### src/rtl/fault_response_analyzer.sv
// Fault response analyzer: compares faulty vs fault-free CUT outputs per pattern,
// sequences the fault sweep and accumulates detected/undetected fault counts.
//
// Ports:
//   clk, rst (async, active-low)   clock and reset
//   start                          begin sweep (accepted in IDLE/DONE only)
//   pat_valid, pat_last            pattern qualifier, final pattern of set
//   CUT_OP, FF_OP                  faulty / fault-free CUT outputs
//   FIL_INC, pat_restart           one-cycle pulses: next fault, pattern rewind
//   busy, done                     sweep in progress / sweep complete
//   fault_idx, det_cnt, undet_cnt  current fault and running coverage counts
//   last_det_pat                   pattern index of most recent detection
module fault_response_analyzer #(
   parameter int unsigned OUT_BITS   = 2,
   parameter int unsigned PAT_BITS   = 5,
   parameter int unsigned FAULT_BITS = 6,
   parameter int unsigned NUM_FAULTS = 22,
   parameter int unsigned SETTLE_CYC = 2,
   parameter bit          EARLY_EXIT = 1'b1
) (
   input  logic                  clk,
   input  logic                  rst,
   input  logic                  start,
   input  logic                  pat_valid,
   input  logic                  pat_last,
   input  logic [OUT_BITS-1:0]   CUT_OP,
   input  logic [OUT_BITS-1:0]   FF_OP,
   output logic                  FIL_INC,
   output logic                  pat_restart,
   output logic                  busy,
   output logic                  done,
   output logic [FAULT_BITS-1:0] fault_idx,
   output logic [FAULT_BITS-1:0] det_cnt,
   output logic [FAULT_BITS-1:0] undet_cnt,
   output logic [PAT_BITS-1:0]   last_det_pat
);

   typedef enum logic [2:0] {
      S_IDLE,
      S_RUN,
      S_ADV,
      S_SETTLE,
      S_DONE
   } state_t;

   localparam int unsigned SW = (SETTLE_CYC > 1) ? $clog2(SETTLE_CYC) : 1;

   state_t                state_q, state_d;
   logic [PAT_BITS-1:0]   pat_q, pat_d;
   logic                  hit_q, hit_d;
   logic [SW-1:0]         set_q, set_d;
   logic [FAULT_BITS-1:0] fidx_q, fidx_d;
   logic [FAULT_BITS-1:0] det_q, det_d;
   logic [FAULT_BITS-1:0] undet_q, undet_d;
   logic [PAT_BITS-1:0]   last_q, last_d;
   logic                  fil_q, fil_d;
   logic                  prs_q, prs_d;
   logic                  busy_q, busy_d;
   logic                  done_q, done_d;
   logic                  mis;

   assign mis = (CUT_OP != FF_OP);

   always_ff @(posedge clk or negedge rst) begin
      if (!rst) begin
         state_q <= S_IDLE;
         pat_q   <= '0;
         hit_q   <= 1'b0;
         set_q   <= '0;
         fidx_q  <= '0;
         det_q   <= '0;
         undet_q <= '0;
         last_q  <= '0;
         fil_q   <= 1'b0;
         prs_q   <= 1'b0;
         busy_q  <= 1'b0;
         done_q  <= 1'b0;
      end else begin
         state_q <= state_d;
         pat_q   <= pat_d;
         hit_q   <= hit_d;
         set_q   <= set_d;
         fidx_q  <= fidx_d;
         det_q   <= det_d;
         undet_q <= undet_d;
         last_q  <= last_d;
         fil_q   <= fil_d;
         prs_q   <= prs_d;
         busy_q  <= busy_d;
         done_q  <= done_d;
      end
   end

   always_comb begin
      state_d = state_q;
      pat_d   = pat_q;
      hit_d   = hit_q;
      set_d   = set_q;
      fidx_d  = fidx_q;
      det_d   = det_q;
      undet_d = undet_q;
      last_d  = last_q;
      fil_d   = 1'b0;
      prs_d   = 1'b0;
      unique case (state_q)
         S_IDLE, S_DONE: begin
            if (start) begin
               state_d = S_RUN;
               pat_d   = '0;
               hit_d   = 1'b0;
               fidx_d  = '0;
               det_d   = '0;
               undet_d = '0;
               last_d  = '0;
               prs_d   = 1'b1;
            end
         end
         S_RUN: begin
            if (pat_valid) begin
               // Only the first mismatch of a fault records its pattern.
               if (mis && !hit_q) begin
                  hit_d  = 1'b1;
                  last_d = pat_q;
               end
               if ((mis && EARLY_EXIT) || pat_last) begin
                  state_d = S_ADV;
               end else begin
                  pat_d = pat_q + PAT_BITS'(1);
               end
            end
         end
         S_ADV: begin
            if (hit_q) begin
               det_d = det_q + FAULT_BITS'(1);
            end else begin
               undet_d = undet_q + FAULT_BITS'(1);
            end
            hit_d = 1'b0;
            pat_d = '0;
            if (fidx_q == FAULT_BITS'(NUM_FAULTS - 1)) begin
               state_d = S_DONE;
            end else begin
               fil_d   = 1'b1;
               prs_d   = 1'b1;
               fidx_d  = fidx_q + FAULT_BITS'(1);
               set_d   = '0;
               state_d = S_SETTLE;
            end
         end
         S_SETTLE: begin
            if (set_q == SW'(SETTLE_CYC - 1)) begin
               state_d = S_RUN;
            end else begin
               set_d = set_q + SW'(1);
            end
         end
         default: begin
            state_d = S_IDLE;
         end
      endcase
      busy_d = (state_d == S_RUN) || (state_d == S_ADV) ||
               (state_d == S_SETTLE);
      done_d = (state_d == S_DONE);
   end

   assign FIL_INC      = fil_q;
   assign pat_restart  = prs_q;
   assign busy         = busy_q;
   assign done         = done_q;
   assign fault_idx    = fidx_q;
   assign det_cnt      = det_q;
   assign undet_cnt    = undet_q;
   assign last_det_pat = last_q;

endmodule
### config.mk
export PLATFORM = sky130hd
export DESIGN_NAME = fault_response_analyzer
export DESIGN_NICKNAME = d
export VERILOG_FILES = /design/src/rtl/fault_response_analyzer.sv
export SDC_FILE = /design/constraint.sdc
export NUM_CORES = 1
export LEC_CHECK = 0
export ABC_AREA = 1
export BUFFER_PORTS_ARGS = -buffer_cell sky130_fd_sc_hd__buf_2
export CORE_ASPECT_RATIO = 0.75
export CORE_MARGIN = 2
export CORE_UTILIZATION = 57
export CTS_CLUSTER_SIZE = 20
export DETAILED_ROUTE_END_ITERATION = 12
export GPL_TIMING_DRIVEN = 0
export PLACE_DENSITY_LB_ADDON = 0.3
export SYNTH_ARGS = -nofsm -noshare
export SYNTH_HDL_FRONTEND = slang
export SYNTH_SLANG_ARGS = --single-unit
### constraint.sdc
create_clock -name clk -period 2.35 [get_ports clk]
set_clock_uncertainty 0.1 [all_clocks]
set_input_delay 0.1175 -clock clk [delete_from_list [all_inputs] [get_ports clk]]
set_output_delay 0.1175 -clock clk [all_outputs]
set_load 0.02 [all_outputs]
==> flow_metrics.env <==
export IMPL_finalHoldViolCount=0
export IMPL_grt_pass1_wl_um=6330
export IMPL_synth_cells=238
export IMPL_synth_distinct_cells=23
export IMPL_slowest_stage="dfrtp_1"
export IMPL_relSlewSlack_pct=47.0
export IMPL_clk_latency_ps=300
export IMPL_hold_path_class="primary input to flop"
export IMPL_finalCritPeriodShare_pct=68.2
export IMPL_critPathMaxFanout=9
export IMPL_async_reset_ff_share_pct=100
export IMPL_nFillCells=274
export IMPL_worstHoldStart="pat_valid"
export IMPL_top_level_ports=36
export IMPL_final_cells=322
export IMPL_grt_overflow_total=0
export IMPL_portBuffers=35
export IMPL_use_met2_pct=33.0
export IMPL_cts_path_max_buffers=2
export IMPL_avgSynthCellArea_um2=8.22
export IMPL_drt_iter0_drc=60
export IMPL_crit_buf_inv=1
export IMPL_max_freq_ghz=0.624
export IMPL_p_switching_mw=1.16
export IMPL_ys_seq_area_share_pct=47.3
export IMPL_clk_pin_slew_ps=80
export IMPL_vias=1648
export IMPL_worstSetupPathType="flop to flop"
export IMPL_avgViaCountPerCell=5.12
export IMPL_p_clk_share_pct=18.7
export IMPL_gp_congestion=0.816
export IMPL_fin_hold_ws_ps=41.1
export IMPL_ys_flop_type="dfrtp_1"
export IMPL_rsz0062_at_grt="false"
export IMPL_finalSetupTns_ps=0
export IMPL_cts_root_buf="clkbuf_8"
export IMPL_dpl_cell_count=313
export IMPL_detail_route_antenna_nets=0
export IMPL_ys_top_cells_by_area="dfrtp_1, nand2_1, nand3_1, inv_1, xor2_1"
export IMPL_peakVddDrop_mv=0.704
export IMPL_crit_family="simple AND/OR/NAND/NOR gates"
export IMPL_synth_edf_count=0
export IMPL_setup_violations=0
export IMPL_seq_power_share_pct=36.4
export IMPL_ys_warn_count=0
export IMPL_powerDensity_nw_per_um2=1110
export IMPL_dr_pass1_iters=4
export IMPL_core_area_um2=3290
export IMPL_cts_max_level=2
export IMPL_drv_slew=0
export IMPL_start_util_pct=59.5
export IMPL_reg2reg_from="fault_idx[1]"
export IMPL_tightest_slew_ps=795
export IMPL_yosysTopAreaCellShare_pct=47.3
export IMPL_dieArea_um2=3920
export IMPL_max_cap_viol_count=0
export IMPL_required_ps=2440
export IMPL_cts_tree="done"
export IMPL_crit_start="fault_idx[1]"
export IMPL_synth_seq_cells=37
export IMPL_path_cells="inv_1, ha_1, nand4_1, nand2_2, nand3_1, nor2_1, nand2_1"
export IMPL_status="finished clean"
export IMPL_grt_pass1_vias=1453
export IMPL_track_usage_pct=21.6
export IMPL_antenna_cells=0
export IMPL_grt_max_degree=38
export IMPL_synthesis_nets=252
export IMPL_synth_common_cells="nand2_1, dfrtp_1, nand3_1, inv_1, nor2_1"
export IMPL_critPathMaxStageDelay_ps=420
export IMPL_combPwrFrac_pct=44.9
export IMPL_clkSinkCount=37
export IMPL_synth_largest_area_cell="dfrtp_1"
export IMPL_rows=18
export IMPL_wl_um=3670
export IMPL_syn_area_um2=1960
export IMPL_layout_drive_gt1_share_pct=23.8
export IMPL_cts_buffers=5
export IMPL_grt_busiest_layer="met2"
export IMPL_dp_hpwl_um=2650
export IMPL_intPower_mw=1.36
export IMPL_antenna_found_initial=0
export IMPL_die_x_um=71.6
export IMPL_die_h_um=54.7
export IMPL_layout_nets=295
export IMPL_crit_path_end_kind="flop"
export IMPL_p_leak_nw=1.28
export IMPL_cp_arrival_ps=1690
export IMPL_fin_crit_ps=1600
export IMPL_drc=0
export IMPL_start_kind="flop"
export IMPL_fin_util_pct=69.6
export IMPL_wire_per_inst_um=11.4
export IMPL_cts_resized_gates=0
export IMPL_grtUsageMet1_pct=29.2
export IMPL_areaGrowthSynthToFinish_pct=17.0
export IMPL_yosysMostFrequentCell="nand2_1"
export IMPL_grt_util_met3_pct=7.00
export IMPL_p_sw_share_pct=46.0
repair_timing:
action | CTS | global route
endpoints found under the setup margin | 0 | 0
endpoints found under the hold margin | 37 | 0
setup buffers | 0 | 0
hold buffers | 1 | 0
per-stage QoR:
| stage | power [mW] | worst slack [ps] | instance area [um^2] |
|---|---|---|---|
| 5_1_grt | 2.74 | 561 | 2290 |
| 3_5_place_dp | 2.07 | 754 | 2180 |
| 3_3_place_gp | 2.05 | 780 | 2180 |
| 6_report | 2.53 | 748 | 2290 |
| 2_1_floorplan | 1.78 | 832 | 1960 |
| 4_1_cts | 2.55 | 732 | 2290 |
sequential cells by signal, indices dropped and copies added (netlist names):
name / flops
FIL_INC: 1
busy: 1
det_cnt: 6
done: 1
fault_idx: 6
hit_q: 1
last_det_pat: 5
pat_q: 5
pat_restart: 1
set_q: 1
state_q: 3
undet_cnt: 6
cell families after synthesis:
| family | after synthesis | share of synthesized area, % |
|---|---|---|
| compound gates | 17 | 4.86 |
| xor+xnor | 11 | 4.93 |
| fa+ha+maj | 5 | 3.20 |
| buf+inv | 29 | 6.21 |
| flops | 37 | 47.3 |
| simple gates | 139 | 33.5 |
path summary, 6_finish.rpt:
kind | slack [ps] | endpoint | cells past startpoint
max in group asynchronous | 1300 | pat_q[2] | 2
hold reg to reg | 370 | last_det_pat[0] | 2
min in group asynchronous | 330 | det_cnt[5] | 2
hold / removal | 40 | state_q[1] | 3
setup / recovery | 750 | busy | 7
setup reg to reg | 750 | busy | 7
tightest hold or removal path, stage by stage:
cell     delay (ps)
buf_2           120
nand3_1          90
nand2_1          70
power groups by stage:
stage | clock network, mW | registers [mW] | logic (mW)
2_1_floorplan | 0 | 1.03 | 0.749
5_1_grt | 0.506 | 0.945 | 1.29
3_5_place_dp | 0 | 0.931 | 1.14
6_report | 0.473 | 0.919 | 1.14
3_3_place_gp | 0 | 0.925 | 1.12
4_1_cts | 0.482 | 0.918 | 1.15
final cells by class:
type                            instances  area (um^2)  area share, %
Sequential cell                        37          926           40.5
Buffer                                  1         11.3          0.492
Inverter                               28          110           4.81
Multi-Input combinational cell        172          908           39.7
Clock buffer                            6         82.6           3.61
Tap cell                               40         50.0           2.19
Timing Repair Buffer                   36          185           8.10
Clock inverter                          2         13.8          0.602
metal layers:
layer,vias up,part of all wire [%]
met3,7,5.2
met1,752,50
met2,35,44
met4,0,1.3
li1,854,-
met5,-,0
cell usage in the layout (no fill, tap or decap):
| cell | n |
|---|---|
| o21ai_1 | 5 |
| a21oi_1 | 3 |
| buf_6 | 1 |
| nor2_1 | 14 |
| clkbuf_8 | 6 |
| dfrtp_1 | 37 |
| inv_1 | 23 |
| nand4_1 | 11 |
| a21boi_1 | 1 |
| or2_2 | 3 |
| nand3_1 | 24 |
| clkinv_2 | 1 |
| buf_2 | 35 |
| nor2_4 | 5 |
| nand3_2 | 2 |
| o21ai_2 | 1 |
| nor2_2 | 2 |
| ha_1 | 5 |
| dlygate4sd3_1 | 1 |
| clkinv_4 | 1 |
| o21ai_0 | 4 |
| xor2_1 | 9 |
| nand2_1 | 73 |
| inv_2 | 3 |
| o22ai_1 | 3 |
| xnor2_1 | 2 |
| nand2_2 | 5 |
| inv_4 | 2 |
Power figures use the tool's default switching activity.
